### config.mk
export PLATFORM = sky130hd
export DESIGN_NAME = axil_reg_bank
export DESIGN_NICKNAME = d
export VERILOG_FILES = /design/src/rtl/axil_reg_bank.sv
export SDC_FILE = /design/constraint.sdc
export NUM_CORES = 1
export LEC_CHECK = 0
export ABC_AREA = 1
export BUFFER_PORTS_ARGS = -buffer_cell sky130_fd_sc_hd__buf_4
export CAP_MARGIN = 15
export CORE_AREA = 4 4 457 459
export CTS_CLUSTER_DIAMETER = 60
export DETAILED_ROUTE_END_ITERATION = 12
export DIE_AREA = 0 0 461 463
export GPL_ROUTABILITY_DRIVEN = 0
export GPL_TIMING_DRIVEN = 0
export PLACE_DENSITY = 0.42
export REMOVE_ABC_BUFFERS = 1
export SLEW_MARGIN = 20
export SYNTH_ARGS = -nofsm -noshare
export SYNTH_HDL_FRONTEND = slang
export SYNTH_SLANG_ARGS = --single-unit
### constraint.sdc
create_clock -name clk -period 3.8 [get_ports clk]
set_input_delay 0.19 -clock clk [delete_from_list [all_inputs] [get_ports clk]]
set_output_delay 0.19 -clock clk [all_outputs]
set_load 0.02 [all_outputs]
### src/rtl/axil_reg_bank.sv
// axil_reg_bank: AXI4-Lite slave CSR bank of NUM_REGS words.
// Write address and data are captured independently and committed together.
// Commits honour byte strobes. Read-only slots are served from reg_in.
// Each committed write to a register raises a one-cycle pulse for that register.
//
// Write response FSM
//   state   | meaning
//   B_IDLE  | no response pending; a held AW+W pair may commit
//   B_RESP  | bvalid high, bresp held until bready
//
// Read data FSM
//   state   | meaning
//   R_IDLE  | arready high, waiting for an address
//   R_DATA  | rvalid high, rdata/rresp held until rready
module axil_reg_bank #(
  parameter int unsigned           DATA_WIDTH = 32,
  parameter int unsigned           ADDR_WIDTH = 32,
  parameter int unsigned           NUM_REGS   = 16,
  parameter logic [NUM_REGS-1:0]   RO_MASK    = '0,
  parameter logic [DATA_WIDTH-1:0] RST_VAL    = '0
) (
  input  logic                           clk,
  input  logic                           resetn,
  // write address
  input  logic [ADDR_WIDTH-1:0]          axi_awaddr,
  input  logic [2:0]                     axi_awprot,
  input  logic                           axi_awvalid,
  output logic                           axi_awready,
  // write data
  input  logic [DATA_WIDTH-1:0]          axi_wdata,
  input  logic [DATA_WIDTH/8-1:0]        axi_wstrb,
  input  logic                           axi_wvalid,
  output logic                           axi_wready,
  // write response
  output logic [1:0]                     axi_bresp,
  output logic                           axi_bvalid,
  input  logic                           axi_bready,
  // read address
  input  logic [ADDR_WIDTH-1:0]          axi_araddr,
  input  logic [2:0]                     axi_arprot,
  input  logic                           axi_arvalid,
  output logic                           axi_arready,
  // read data
  output logic [DATA_WIDTH-1:0]          axi_rdata,
  output logic [1:0]                     axi_rresp,
  output logic                           axi_rvalid,
  input  logic                           axi_rready,
  // register side
  output logic [NUM_REGS*DATA_WIDTH-1:0] reg_out,
  input  logic [NUM_REGS*DATA_WIDTH-1:0] reg_in,
  output logic [NUM_REGS-1:0]            wr_pulse
);

  localparam int unsigned STRB_WIDTH = DATA_WIDTH / 8;
  localparam int unsigned ADDR_LSB   = $clog2(STRB_WIDTH);
  localparam int unsigned IDX_W      = (NUM_REGS > 1) ? $clog2(NUM_REGS) : 1;

  localparam logic [1:0] RESP_OKAY   = 2'b00;
  localparam logic [1:0] RESP_SLVERR = 2'b10;

  typedef enum logic {B_IDLE, B_RESP} b_state_t;
  typedef enum logic {R_IDLE, R_DATA} r_state_t;

  b_state_t b_state, b_state_nxt;
  r_state_t r_state, r_state_nxt;

  // write holding registers
  logic                  aw_held;
  logic [ADDR_WIDTH-1:0] aw_addr_q;
  logic                  w_held;
  logic [DATA_WIDTH-1:0] w_data_q;
  logic [STRB_WIDTH-1:0] w_strb_q;

  // write decode
  logic [ADDR_WIDTH-1:0] aw_word;
  logic [IDX_W-1:0]      aw_idx;
  logic                  aw_in_range;
  logic                  wr_ok;
  logic                  commit;

  // read decode
  logic [ADDR_WIDTH-1:0] ar_word;
  logic [IDX_W-1:0]      ar_idx;
  logic                  ar_in_range;
  logic                  ar_hs;
  logic [DATA_WIDTH-1:0] rd_data_c;
  logic [1:0]            rd_resp_c;

  logic [DATA_WIDTH-1:0] regs_q [NUM_REGS];
  logic [NUM_REGS-1:0]   wr_pulse_q;
  logic [1:0]            bresp_q;
  logic [DATA_WIDTH-1:0] rdata_q;
  logic [1:0]            rresp_q;

  // prot fields carry no meaning for this bank; reg_in slices of RW regs are never read
  logic unused_inputs;
  assign unused_inputs = ^{axi_awprot, axi_arprot, reg_in};

  assign aw_word     = aw_addr_q >> ADDR_LSB;
  assign aw_idx      = aw_word[IDX_W-1:0];
  assign aw_in_range = (aw_word < ADDR_WIDTH'(NUM_REGS));
  assign wr_ok       = aw_in_range && !RO_MASK[aw_idx];

  // a second AW+W pair may sit in the holding regs while a response is still pending
  assign commit = aw_held && w_held && (b_state == B_IDLE);

  assign ar_word     = axi_araddr >> ADDR_LSB;
  assign ar_idx      = ar_word[IDX_W-1:0];
  assign ar_in_range = (ar_word < ADDR_WIDTH'(NUM_REGS));
  assign ar_hs       = axi_arvalid && axi_arready;

  assign axi_awready = !aw_held;
  assign axi_wready  = !w_held;
  assign axi_bvalid  = (b_state == B_RESP);
  assign axi_bresp   = bresp_q;
  assign axi_arready = (r_state == R_IDLE);
  assign axi_rvalid  = (r_state == R_DATA);
  assign axi_rdata   = rdata_q;
  assign axi_rresp   = rresp_q;
  assign wr_pulse    = wr_pulse_q;

  // write address holding register: filled on handshake, emptied by commit
  always_ff @(posedge clk or negedge resetn) begin
    if (!resetn) begin
      aw_held   <= 1'b0;
      aw_addr_q <= '0;
    end else if (axi_awvalid && !aw_held) begin
      aw_held   <= 1'b1;
      aw_addr_q <= axi_awaddr;
    end else if (commit) begin
      aw_held   <= 1'b0;
    end
  end

  // write data holding register: filled on handshake, emptied by commit
  always_ff @(posedge clk or negedge resetn) begin
    if (!resetn) begin
      w_held   <= 1'b0;
      w_data_q <= '0;
      w_strb_q <= '0;
    end else if (axi_wvalid && !w_held) begin
      w_held   <= 1'b1;
      w_data_q <= axi_wdata;
      w_strb_q <= axi_wstrb;
    end else if (commit) begin
      w_held   <= 1'b0;
    end
  end

  // write response FSM state register
  always_ff @(posedge clk or negedge resetn) begin
    if (!resetn) b_state <= B_IDLE;
    else         b_state <= b_state_nxt;
  end

  // write response FSM next state
  always_comb begin
    b_state_nxt = b_state;
    case (b_state)
      B_IDLE:  if (commit)     b_state_nxt = B_RESP;
      B_RESP:  if (axi_bready) b_state_nxt = B_IDLE;
      default:                 b_state_nxt = B_IDLE;
    endcase
  end

  // response code is fixed at commit and held for the whole B phase
  always_ff @(posedge clk or negedge resetn) begin
    if (!resetn)     bresp_q <= RESP_OKAY;
    else if (commit) bresp_q <= wr_ok ? RESP_OKAY : RESP_SLVERR;
  end

  // register storage with byte-lane update; rejected writes leave it untouched
  always_ff @(posedge clk or negedge resetn) begin
    if (!resetn) begin
      for (int i = 0; i < NUM_REGS; i++) regs_q[i] <= RST_VAL;
    end else if (commit && wr_ok) begin
      for (int b = 0; b < STRB_WIDTH; b++) begin
        if (w_strb_q[b]) regs_q[aw_idx][b*8 +: 8] <= w_data_q[b*8 +: 8];
      end
    end
  end

  // one-cycle strobe per accepted write, aligned with bvalid rising
  always_ff @(posedge clk or negedge resetn) begin
    if (!resetn) begin
      wr_pulse_q <= '0;
    end else begin
      wr_pulse_q <= '0;
      if (commit && wr_ok) wr_pulse_q[aw_idx] <= 1'b1;
    end
  end

  // read source select; sampled at the AR handshake, so a same-edge commit is not visible
  always_comb begin
    rd_data_c = '0;
    rd_resp_c = RESP_SLVERR;
    if (ar_in_range) begin
      rd_resp_c = RESP_OKAY;
      if (RO_MASK[ar_idx]) rd_data_c = reg_in[ar_idx*DATA_WIDTH +: DATA_WIDTH];
      else                 rd_data_c = regs_q[ar_idx];
    end
  end

  // read data FSM state register
  always_ff @(posedge clk or negedge resetn) begin
    if (!resetn) r_state <= R_IDLE;
    else         r_state <= r_state_nxt;
  end

  // read data FSM next state
  always_comb begin
    r_state_nxt = r_state;
    case (r_state)
      R_IDLE:  if (axi_arvalid) r_state_nxt = R_DATA;
      R_DATA:  if (axi_rready)  r_state_nxt = R_IDLE;
      default:                  r_state_nxt = R_IDLE;
    endcase
  end

  // read data/response capture, held stable while rvalid waits for rready
  always_ff @(posedge clk or negedge resetn) begin
    if (!resetn) begin
      rdata_q <= '0;
      rresp_q <= RESP_OKAY;
    end else if (ar_hs) begin
      rdata_q <= rd_data_c;
      rresp_q <= rd_resp_c;
    end
  end

  // read-only slots expose zero on reg_out since their storage is never written
  for (genvar gi = 0; gi < NUM_REGS; gi++) begin : g_out
    if (RO_MASK[gi]) begin : g_ro
      assign reg_out[gi*DATA_WIDTH +: DATA_WIDTH] = '0;
    end else begin : g_rw
      assign reg_out[gi*DATA_WIDTH +: DATA_WIDTH] = regs_q[gi];
    end
  end

endmodule

; Word-level counts from Yosys, hierarchy flattened
; Memory sizes are Yosys's and may differ from the RTL's.
; Index checks and enable logic that the tools add are counted.
[classes]
magnitude_cmp = 8
shifts = 1
muxes = 40
n_bitwise = 4
n_reduce_logical = 14
[op_table]
columns = operator, count
row1 = $mux 512, 7
row2 = $bwmux 512, 4
row3 = $demux 32 s4, 4
row4 = $shiftx 512x10->32, 1
row5 = $mux 32, 5
row6 = $bmux 32 s4, 1
row7 = $lt 30x5->1 const B, 2
row8 = $mux 16, 2
row9 = $mux 24, 1
row10 = $ge 5x5->1 const B, 2
row11 = $lt 4x5->1 const B, 2
row12 = $mux 1, 10
row13 = $not 4->5, 2
row14 = $logic_and 1x1->1, 9
row15 = $mux 8, 1
row16 = $lt 5x1->1 const B, 1
row17 = $demux 1 s4, 1
row18 = $ge 4x1->1 const B, 1
row19 = $mux 2, 2
row20 = $pmux 1 s2, 2
row21 = $reduce_bool 2->1, 2
row22 = $logic_not 1->1, 3
row23 = $not 1->1, 2
[word_totals]
regBits = 636
mem_bits_ro = 32
input_bits = 625
wordCells = 96
n_memories = 2
[mem_list]
columns = name, depth, width, rd, rd_clocked_by_memory_dff, wr, line_no
row1 = (no name shown), 16, 1, 1, 0, 0, 199  ; if (RO_MASK[ar_idx]) rd_data_c = reg_in[ar_idx*DATA_WIDTH +: DATA_WIDTH];
row2 = (no name shown), 16, 1, 1, 0, 0, 102  ; assign wr_ok = aw_in_range && !RO_MASK[aw_idx];

; Logic depth before layout (Yosys ltp)
; Gate-level depths: netlist (run 1).
[depth]
word_depth = 16
ltp_mapped = 10
mapped_depth_nobuf = 8

; Worst setup path before layout (run 1)
; OpenSTA, ideal clock, no wires.
[synth_timing]
kind = register -> register
start = reg b_state (netlist: axi_bvalid)
end = reg regs_q (netlist bit reg_out[408])
setup_ns = 0.117
t_arrival_ns = 1.516
required_ns = 3.683
setup_slack_ns = 2.167
path_stages_with_launch = 11
n_path_buf = 2
path_cell_list = dfrtp_1 -> inv_1 -> nand3_1 -> nor2_1 -> nand2_1 -> nor2_4 -> buf_12 -> buf_8 -> nand3_4 -> nand2_1 -> nand2_1
[synth_via]
elab_chain_cells = 3
[synth_lines]
columns = element, line_no
row1 = "start, declared", 64  ; b_state_t b_state, b_state_nxt;
row2 = "start signal, assigned", 153  ; else b_state <= b_state_nxt;
row3 = $not 1->1, --
row4 = $logic_and 1x1->1, 105  ; assign commit = aw_held && w_held && (b_state == B_IDLE);
row5 = $logic_and 1x1->1, 176  ; end else if (commit && wr_ok) begin
row6 = "end signal, assigned by index", 178  ; if (w_strb_q[b]) regs_q[aw_idx][b*8 +: 8] <= w_data_q[b*8 +: 8];
row7 = "end, declared", 89  ; logic [DATA_WIDTH-1:0] regs_q [NUM_REGS];
; Every way passes these cells.
; A chain may end at the register's enable or synchronous reset.

; Worst setup path after layout (run 1)
[layout_timing]
start = reg b_state (netlist: axi_bvalid)
end = reg regs_q (netlist bit reg_out[68])
; Same word-level chain as after synthesis.

==> results.txt, run 1 <==
The flow ran to the end, and the final reports show no timing, DRC or antenna violations. The slew of the pin with the lowest slew margin is around 1.2 ns. The first global-routing pass estimated 264.4 mm of wire. The fraction of the cycle the final worst path needs came out at 92.49%. The horizontal die dimension came out at ~460 um.

In this run the critical register-to-register path is launched from axi_bvalid. In the post-synthesis netlist, the biggest area contributors are dfrtp_1 (50%), nand2_1 (19%), nand4_1 (10%). Across all hold checks on the routed design, the worst slack comes to a little over 0.1 ns. The first element of the critical path is axi_bvalid. The most common cell in the synthesized netlist is nand2_1. Along the worst path, the maximum fanout reaches 24. The number of setup violations in the final report is 0.

The multiplexer area fraction after synthesis came out at between 2 and 2.5%. The synthesized netlist devotes less than 1% of its cell area to compound gates. The sequential share of the synthesized area is between 40% and 50%. The maximum vdd ir drop is roughly 0.00050 V. The fraction of the mapped netlist area in adder cells came out at 0%.

The number of nets in the finished design came out at between 5000 and 6000. The reg2reg setup slack is between 0.2 and 0.3 ns. Counting flops with a built-in enable in the synthesized netlist gives 0.

The starting density of the core is between 10% and 20%. The core outline area is ~200000 um^2. The vertical die dimension came out at approximately 460 um. The worst setup path is captured at a flop. The post-synthesis share of cell area spent on and, or, nand and nor gates is 41.41%. With fillers left out, the area of the finished cells amounts to 44540 um^2. The detailed-route via count came out at ~32000. The critical path in this run is classified as flop to flop. The synthesized design devotes to its leading area cell type about half of total area. The floorplan step defined a die boundary enclosing 213400 um^2. The required time at the endpoint of the critical path is between 4 and 5 ns. Among all flip-flop cells after synthesis, the most frequent one is dfrtp_1.

The share of cells above drive strength 1 came out at between 20% and 30%. Counting every instance in the synthesized netlist gives ~3800. The total wirelength of the detailed-routed design came out at ~190 mm. After detailed placement, the design holds a cell count of about 7000.

In this run the remaining antenna-violating nets after routing total 0. The number of global-route vias before repair is between 30000 and 40000. Of all flip-flops after synthesis, the portion carrying an async set or reset was between 90% and 100%. The initial antenna violation count is 8. The per-instance average area after synthesis is about 8.3 um^2. The number of setup buffers added after CTS is 0. The global-route total usage across every layer is 17.39%. The number of DRC violations after detailed routing came out at 0.

The synthesized flop and latch total came out at 632. The TritonCTS clock tree is yes. By area, the combinational part of the netlist is dominated by simple AND/OR/NAND/NOR gates. The Yosys step of the flow raised 0 warnings. The time the worst path needs with I/O delays and setup came out at about 3.5 ns. The endpoint identified for the worst register-to-register timing path is reg_out[68].

The placed cell area came out at between 40000 and 50000 um^2. The post-synthesis cell area is 31790 um^2. The total number of clock tree sinks came out at 632. The overall overflow remaining after global route is 0. The number of buffers between clock root and the deepest sink came out at 3. Setup repair after global routing left no endpoint under its margin. The post-route setup TNS came out at 0 ns. In this run the static leakage power is roughly 0.021 uW. The data arrival at the endpoint of the critical path came out at 4.12 ns. The clock-pin slew on the worst setup and hold paths is about 0.06 ns. Clock tree synthesis selected as its root buffer the cell clkbuf_16. The ratio of routed vias to standard cells is roughly 4.4. Of the total synthesized cell area, the portion taken by XOR and XNOR cells is 0%. Row generation in the floorplan step produced around 170 rows. For the worst-skew pair, the clock arrives at the later sink with an insertion delay of about 0.73 ns.

The clock skew after layout is approximately 0.032 ns. The number of standard cells in the final layout excluding fillers came out at about 7200. The peak clock frequency supported by timing is 0.2845 GHz. Before antenna repair, the detailed router went through 5 iterations.

Counting cells, the worst reg-to-reg path comes to 17. The total power is between 20000 and 25000 uW. Yosys mapped the design onto 24 distinct sky130hd cell types. The most area-hungry cell type in the Yosys netlist is dfrtp_1. The critical path ends at reg_out[68]. Ranked by instance count, the synthesized netlist is headed by nand2_1 (1617), dfrtp_1 (632), nand4_1 (512). The number of placed I/O pins is 1194. The layout overhead on the synthesized area is 40.09%. The average detailed-routed wire length per instance is 26.71 um. Once detailed placement completed, the half-perimeter wirelength came to approximately 140 mm. The number of buffers created by CTS is 95. The headroom to the max-slew limit is about a fifth. For this block, the initial DRC count from the detailed router was 3180. Entering global routing, the biggest net connects 90 pins. The number of hold violations in the final report is 0. The worst setup path is launched from a flop. The class of the tightest hold or removal check is primary input to asynchronous set/reset pin. The number of max-capacitance violations reported is 0. The count of H-tree levels built during CTS is 3. Dividing total power by cell area gives a power density of roughly 520 nW/um^2. The number of max-slew violations in the final report is 0.

The total of buffers placed on input and output ports is 669.
==> logic make-up (layout without fill, tap and decap cells) <==
logic type,Yosys count,in the layout
muxes,63,63
DFF,632,632
buffers and inverters,380,1027
AOI/OAI and AO/OA,7,7
other,1,6
and+or+nand+nor,2758,2758
==> worst min path at each step <==
stage	cells after the start	slack, ns	endpoint
3_3_place_gp	2	0.38	axi_bvalid
2_1_floorplan	0	-0.11	aw_addr_q[10]
4_1_cts	8	0.02	axi_rdata[12]
6_report	3	0.10	reg_out[346]
5_1_grt	3	0.08	reg_out[346]
3_5_place_dp	1	0.16	w_data_q[25]
==> flip-flops by register name, summed over array words and instances, names as in the netlist <==
| register | count |
|---|---|
| axi_bresp | 1 |
| w_data_q | 32 |
| reg_out | 512 |
| axi_rvalid | 1 |
| w_strb_q | 4 |
| w_held | 1 |
| axi_rresp | 1 |
| aw_held | 1 |
| aw_addr_q | 30 |
| axi_rdata | 32 |
| wr_pulse | 16 |
| axi_bvalid | 1 |
==> layout by cell type (no fill, tap or decap), types with 7 or more instances in the layout <==
cell type	synthesis	routed
nand2_1	1617	1615
buf_4	7	665
dfrtp_1	632	627
nand4_1	512	512
nand3_1	490	490
clkbuf_16	0	97
dlygate4sd3_1	0	75
mux2_2	63	63
nand3_4	56	56
buf_16	0	51
nor2_1	46	45
buf_12	5	39
clkbuf_1	208	22
nor2_4	15	18
nor3_1	16	16
bufinv_16	0	12
inv_1	14	10
clkinv_2	0	10
clkbuf_8	0	8
inv_6	0	7
buf_8	6	7
==> where the power goes <==
part           internal, uW  total (uW)  switching [uW]
Clock                  5680        9340            3660
Combinational          1360        4570            3210
Sequential             7090        9110            2020
Total                 14100       23000            8890
==> stage by stage <==
stage               worst slack (ns)  util [%]
finish                        0.2853     21.79
global route                0.009775     21.79
CTS                           0.2535     21.79
detailed placement            0.2923     19.82
global placement              -15.52     18.69
floorplan                     -6.736         -
==> layout make-up <==
cell class | count | area [um^2]
Fill cell | 22538 | 159800
Sequential cell | 632 | 15830
Multi-Input combinational cell | 2830 | 13940
Timing Repair Buffer | 838 | 8044
Tap cell | 2688 | 3363
Clock buffer | 127 | 2620
Clock inverter | 42 | 623.1
Inverter | 20 | 100.1
Antenna cell | 4 | 10.01
==> worst max-delay path: stages (launching register included) <==
cell,delay [ns]
dfrtp_1,0.38
inv_1,0.07
nand3_1,0.11
nor2_1,0.16
nand2_1,0.10
nor2_4,0.43
buf_16,0.22
buf_12,0.20
buf_16,0.20
buf_16,0.17
buf_12,0.20
buf_12,0.20
buf_12,0.20
buf_16,0.20
buf_16,0.18
nand3_4,0.14
nand2_1,0.10
nand2_1,0.05
==> repair_timing <==
action                                 4_1_cts  5_1_grt
gates resized for setup                      0        0
endpoints found under the hold margin      332        0
hold buffers                                76        0
==> routing by layer <==
| layer | track usage, % | vias to the layer above | wire [um] |
|---|---|---|---|
| met5 | 0 | - | 41 |
| met4 | 5.405 | 6 | 6700 |
| met3 | 5.399 | 230 | 17100 |
| met2 | 26.22 | 1368 | 83000 |
| met1 | 23.63 | 15973 | 85000 |
| li1 | - | 14249 | - |
No activity file was read; power rests on OpenSTA's default activity.
==> run 2, diff against run 1 <==
CELL_PAD_IN_SITES_DETAIL_PLACEMENT = 1   (was unset)
CELL_PAD_IN_SITES_GLOBAL_PLACEMENT = 2   (was unset)
CORE_AREA = 4 4 470 472   (was 4 4 457 459)
DIE_AREA = 0 0 474 476   (was 0 0 461 463)
PLACE_DENSITY = 0.57   (was 0.42)
==> run 2 against run 1 <==
  * Critical path depth shrank 3
  * Setup slack gained 0.19 ns
  * Global-route usage shrank 0.45 points
  * Design area grew 1.6%
  * Die area grew 5.7%
  * Non-clock buffer count grew 13
  * Final cell count grew 2.7%
  * Sequential power grew 0.4%
  * Sequential share of layout area shrank 0.55 points
  * Critical path type unchanged
  * Critical endpoint is now reg_out[453]
==> results.txt, run 2 (synthesis results as in run 1) <==
The ratio of routed vias to standard cells was 4.302 (-2.9%). The ratio of total power to cell area is 528.1 nW/um^2 (+2.2%). The vertical die dimension is 476 um (+2.8%). The clock skew after layout is 0.05872 ns (+0.02623 ns).

The cell leakage power was 0.02165 uW (+1.0%). The combined buffer and inverter count along the critical path is 7 (-3). The setup path with the least slack is of type flop to flop. The required time at the endpoint of the critical path came out at 4.40 ns (about the same).

The slowest stage of the critical path belongs to the cell nand3_1. The number of nets in the finished design is 5057 (+0.30%). The number of standard cells in the final layout excluding fillers came out at 7378 (+2.7%). The placed cell count is 7100 (+2.4%). The most repeated library cell on the critical path is buf_16.

The total wirelength of the detailed-routed design is 197.1 mm (+2.7%). The layout overhead on the synthesized area is 42.31%. Leaving out fill and tap cells, the most frequent cell in the layout is nand2_1. The number of max-slew violations in the final report is 0 (unchanged). The HPWL after detailed placement came out at 144.2 mm (+3.5%). The delay of the slowest critical-path stage came out at 0.50 ns (+0.07 ns). The row count came to 171 (+3.0%). The number of DRC violations after detailed routing is 0 (unchanged).

The number of buffers between clock root and the deepest sink came out at 3 (unchanged). The run finished with clean final reports. The launching element type of the critical path is a flop. The maximum vdd ir drop came out at 0.0007393 V (+48%). The data arrival at the endpoint of the critical path is 3.93 ns (-0.19 ns). The share of cells above drive strength 1 is 24.12% (+0.35 points).

The post-route setup TNS came to 0 ns (unchanged). The flip-flop count of the largest register after layout came out at 512 (unchanged). The average detailed-routed wire length per instance came out at 26.71 um (about the same). The worst-case hold slack came out at 0.06792 ns (-0.03583 ns). The root buffer cell chosen for the clock tree is clkbuf_16. The global-route total usage across every layer came out at 16.94% (-0.45 points). The cell family contributing the most delay on the critical path is simple AND/OR/NAND/NOR gates.

TritonCTS built the clock tree. The starting density of the core is 14.68% (-0.87 points). The core outline area is 216500 um^2 (+5.9%). The die footprint is 225600 um^2 (+5.7%).

The total of buffers placed on input and output ports is 669 (unchanged). The time the worst path needs with I/O delays and setup is 3.328 ns (-0.1868 ns). The placed cell area came out at 40790 um^2 (+0.71%). The number of placed I/O pins came to 1194 (unchanged). The horizontal die dimension came out at 474 um (+2.8%).

The total number of clock tree sinks is 632 (unchanged). The class of the tightest hold or removal check is primary input to asynchronous set/reset pin. The clock-pin slew on the worst setup and hold paths was 0.06 ns (about the same).

The length of the first detailed-routing pass in iterations came to 5 (unchanged). The number of hold violations in the final report is 0 (unchanged). Walking the worst path, the cells encountered are or2_1, nor2_1, nand2_1, nor2_4, buf_16, buf_12, buf_12, buf_16, buf_12, buf_16, buf_16, nand3_1, nand2_1, nand2_1. The iteration-0 DRC count of the detailed router is 2108 (-34%). The area of all placed cells without fillers was 45240 um^2 (+1.6%). The pin count of the biggest net entering global routing came out at 86 (-4.4%). The final antenna-violating net count is 0 (unchanged). The number of buffers created by CTS came out at 97 (+2.1%).

The top cell types in the final layout, fill and taps aside, are nand2_1 (1615), buf_4 (667), dfrtp_1 (627). The initial antenna violation count came to 13 (+5). The detailed-route via count came out at 31737 (-0.28%). The overall overflow remaining after global route came to 0 (unchanged).

The number of max-capacitance violations reported came to 0 (unchanged). The total power came to 23890 uW (+3.8%). STA classifies the critical path endpoint as a flop.

The insertion delay to the later sink of the worst-skew pair came out at 0.75 ns (+0.02 ns). The headroom to the max-slew limit is 22.58% (+3.6 points). The peak clock frequency supported by timing came out at 0.3005 GHz (+5.6%). The number of setup violations in the final report is 0 (unchanged). The top fanout value on the critical path came out at 25 (+4.2%). The count of H-tree levels built during CTS came out at 3 (unchanged). Setup repair after global routing left no endpoint under its margin. The number of global-route vias before repair is 32538 (+5.3%).

The slew of the pin with the lowest slew margin came out at 1.161 ns (-0.05349 ns). The first-pass GRT wire length is 273.2 mm (+3.3%). The fraction of the cycle the final worst path needs is 87.58% (-4.9 points).
[run 2: final cells by class]
class                   instances  area [um^2]
well taps                    2854         3571
multi-input cells            2830        13950
diodes                          9        22.52
clock buffers                 130         2723
flip-flops and latches        632        15830
fillers                     25409       171300
repair buffers                851         8214
clock inverters                52        830.8
inverters                      20        97.59
[run 2: worst reg2reg max path: stages (launching register included)]
cell and delay (ns):
dfrtp_1 0.37, or2_1 0.22, nor2_1 0.13, nand2_1 0.10, nor2_4 0.20, buf_16 0.18, buf_12 0.20, buf_12 0.23
buf_16 0.21, buf_12 0.21, buf_16 0.19, buf_16 0.18, nand3_1 0.51, nand2_1 0.20, nand2_1 0.07
[run 2: where the power goes]
| part | switching, uW | leakage, uW | total (uW) | internal [uW] |
|---|---|---|---|---|
| Combinational | 3220 | 0.0113 | 4680 | 1450 |
| Sequential | 2070 | 0.00866 | 9150 | 7090 |
| Clock | 3820 | 0.00171 | 10100 | 6230 |
[run 2: what timing repair did]
action,4_1_cts,5_1_grt
pin swaps,0,1
hold buffers,85,0
setup endpoints to repair,7,37
setup buffers,0,2
endpoints found under the hold margin,348,0
gates resized for setup,1,0
[run 2: through the flow]
step	setup WS (ns)	util, %
5_1_grt	0.3043	20.89
6_report	0.4721	20.89
2_1_floorplan	-6.736	-
3_3_place_gp	-16.02	17.74
3_5_place_dp	-0.001838	18.84
4_1_cts	0.1169	20.88
[run 2: path summary, 6_finish.rpt]
path / start / end / slack [ns] / cells past startpoint
max: aw_addr_q[23] / reg_out[453] / 0.47 / 14
min: resetn / reg_out[314] / 0.07 / 3
max reg2reg: aw_addr_q[23] / reg_out[453] / 0.47 / 14
min reg2reg: axi_rdata[1] / axi_rdata[1] / 0.48 / 2
max in group asynchronous: resetn / w_data_q[10] / 1.68 / 7
min in group clk: axi_bready / axi_bvalid / 0.16 / 3
[run 2: metal layers]
| metal | up-vias | GRT usage [%] | part of all wire, % |
|---|---|---|---|
| met1 | 16257 | 22.90 | 45 |
| met4 | 0 | 3.548 | 2.1 |
| li1 | 14300 | - | - |
| met2 | 985 | 26.64 | 45 |
| met3 | 195 | 5.119 | 7.7 |
| met5 | - | 0 | 0 |
==> run 3, diff against run 2 <==
CORE_AREA = 4 4 462 464   (was 4 4 470 472)
CTS_BUF_LIST = sky130_fd_sc_hd__clkbuf_2   (was unset)
DIE_AREA = 0 0 466 468   (was 0 0 474 476)
PLACE_DENSITY = 0.58   (was 0.57)
==> run 3 against run 2 <==
  * Non-clock buffer count is 402 higher
  * Register-to-register slack worse by 0.38 ns
  * Utilization is 1.9 points higher
  * Sequential share of layout area is 1.7 points lower
  * Largest power group is now registers
  * The flow now finishes with violations (setup timing)
  * Global-route usage is 1.7 points higher
  * Die area is 3.3% lower
  * Wire length is 6.3% higher
  * Clock skew is 0.10 ns higher
  * Total power is 13% lower
  * Final cell count is 7.1% higher
  * Highest routed layer is now met5
==> results.txt, run 3 (synthesis results as in run 1) <==
The run finished, with violations left. The checks that failed: setup timing. The iteration-0 DRC count of the detailed router is 2127 (+0.90%). The detailed-route wire length on metal 1 is 89.05 mm (-0.21%). The first-pass GRT wire length came out at 289.5 mm (+6.0%). The ratio of total power to cell area came out at 435.0 nW/um^2 (-18%). The required time at the endpoint of the critical path was 5.35 ns (+0.95 ns). The global-route total usage across every layer was 18.63% (+1.7 points).

The number of placed I/O pins is 1194 (unchanged). The pin count of the biggest net entering global routing is 98 (+14%). The initial antenna violation count came out at 19 (+6).

The number of hold violations in the final report is 0 (unchanged). The insertion delay to the later sink of the worst-skew pair is 1.75 ns (+1.00 ns). The total of buffers placed on input and output ports came out at 669 (unchanged). The maximum vdd ir drop is 0.0005089 V (-31%). The average detailed-routed wire length per instance is 26.50 um (-0.78%). The worst setup path is launched from a primary input.

The headroom to the max-slew limit is 22.21% (-0.38 points). The horizontal die dimension is 466 um (-1.7%). The number of buffers created by CTS came out at 202 (+110%). The worst setup path is captured at a flop. The library cells used most frequently in the layout, excluding fill and tap cells, are nand2_1 (1615), buf_4 (682), dfrtp_1 (623). The row count came out at 168 (-1.8%). The die footprint came to 218100 um^2 (-3.3%). The highest metal layer carrying signal wires in the routed design is met5. The number of buffers between clock root and the deepest sink came out at 3 (unchanged). The clock skew after layout came out at 0.1626 ns (+0.1039 ns).

The share of cells above drive strength 1 was 24.93% (+0.81 points). The final core utilization came out at 22.78% (+1.9 points). The number of global-route vias before repair came out at 36079 (+11%).

The starting density of the core came to 15.20% (+0.52 points). TritonCTS built the clock tree. The ratio of routed vias to standard cells is 4.362 (+1.4%). The top fanout value on the critical path is 44 (+76%). The HPWL after detailed placement came to 145.0 mm (+0.56%). The min-delay analysis places its worst path in the category primary input to flop. The total power came out at 20720 uW (-13%). The number of DRC violations after detailed routing is 0 (unchanged).

The length of the first detailed-routing pass in iterations came out at 7 (+2). The number of nets in the finished design was 5564 (+10%). The total wirelength of the detailed-routed design is 209.4 mm (+6.3%). The number of max-capacitance violations reported was 0 (unchanged). The time the worst path needs with I/O delays and setup is 3.981 ns (+0.6528 ns). The core outline area is 209200 um^2 (-3.4%). The total number of clock tree sinks is 632 (unchanged). The cell leakage power came out at 0.02284 uW (+5.5%). The tree is rooted in a clkbuf_2. The slew of the pin with the lowest slew margin is 1.167 ns (+0.005641 ns). The detailed-route via count is 34474 (+8.6%). The count of H-tree levels built during CTS is 4 (+1). The final antenna-violating net count is 0 (unchanged). The overall overflow remaining after global route came to 0 (unchanged). The vertical die dimension came to 468 um (-1.7%).

The fraction of the cycle the final worst path needs was 104.8% (+17 points). Leaving out fill and tap cells, the most frequent cell in the layout is nand2_1. The flip-flop count of the largest register after layout is 512 (unchanged). The layout overhead on the synthesized area came out at 49.84%. The number of max-slew violations in the final report came to 0 (unchanged). Setup repair after global routing left no endpoint under its margin. The number of setup violations in the final report is 5 (+5). The clock-pin slew on the worst setup and hold paths came out at 0.10 ns (+0.04 ns). The routed length on met3 is 21.29 mm (+41%).

The final critical-path setup slack is -0.1806 ns (-0.6528 ns). The data arrival at the endpoint of the critical path came out at 5.53 ns (+1.60 ns). The peak clock frequency supported by timing was 0.2512 GHz (-16%). The type of the worst setup path is primary input to flop.

The routed wire length on met2 is 93.53 mm (+5.6%).
## run 3: cell count changes in the layout (fill, tap and decap cells not counted), sizes merged
cell	delta
clkinvlp	-6
diode	+7
clkbuf	+160
clkinv	+29
inv	-3
dlygate4sd3	+376
bufinv	-15
buf	+26
## run 3: worst max-delay path, stage by stage
cell and delay, ns:
dlygate4sd3_1 0.52, dlygate4sd3_1 0.56, dlygate4sd3_1 0.58, buf_6 0.22
buf_16 0.25, buf_16 0.28, inv_6 0.21, buf_16 0.26
nand3_1 0.22, nand3_1 0.12, dlygate4sd3_1 0.60, nand3_1 0.09
dlygate4sd3_1 0.54, nand2_1 0.04, dlygate4sd3_1 0.54
## run 3: final timing paths
path / from / to / slack, ns / depth (start not counted)
min in group asynchronous: resetn / reg_out[341] / 0.83 / 6
hold / removal: axi_araddr[17] / axi_rdata[19] / 0.30 / 11
setup reg to reg: reg_out[55] / axi_rdata[23] / 0.09 / 11
setup / recovery: axi_araddr[4] / axi_rdata[3] / -0.18 / 15
max in group asynchronous: resetn / reg_out[430] / 0.61 / 10
hold reg to reg: axi_rdata[22] / axi_rdata[22] / 0.49 / 2
## run 3: cell type report
class                   instances  area (um^2)
diodes                         16        40.04
clock buffers                 290         1451
clock inverters                57        380.4
fillers                     24700       161500
inverters                      20        105.1
multi-input cells            2830        13950
flip-flops and latches        632        15840
well taps                    2805         3510
repair buffers               1253        12360
## run 3: timing repair
item	CTS	global route
setup endpoints to repair	2	19
hold endpoints to repair	650	10
buffers inserted	0	17
pin swaps	0	1
resized for setup	1	6
hold buffers	469	14
cloned	0	0
## run 3: where the power goes
part | switching, uW | internal (uW)
sequential | 2120 | 7070
clock | 3670 | 2270
combinational | 3470 | 2130
## run 3: metal layers
metal,up-vias,GRT usage [%]
met4,6,4.971
met3,267,7.680
met5,-,0
met2,1274,29.27
met1,17519,23.50
li1,15408,-
## run 3: metrics by stage
stage	TNS (ns)	hold WS [ns]	area, um^2	std cells	setup WS [ns]
final	-0.5894	0.3022	47640	7903	-0.1806
after global routing	0	0.05890	47610	7894	0.001896
after CTS	0	0.0004854	47460	7871	0.02620
after detailed placement	0	0.2398	40830	7055	0.008169
after global placement	-	0.3877	38340	6956	-16.34
after floorplan	-2843.90	-0.1056	29810	3482	-6.736
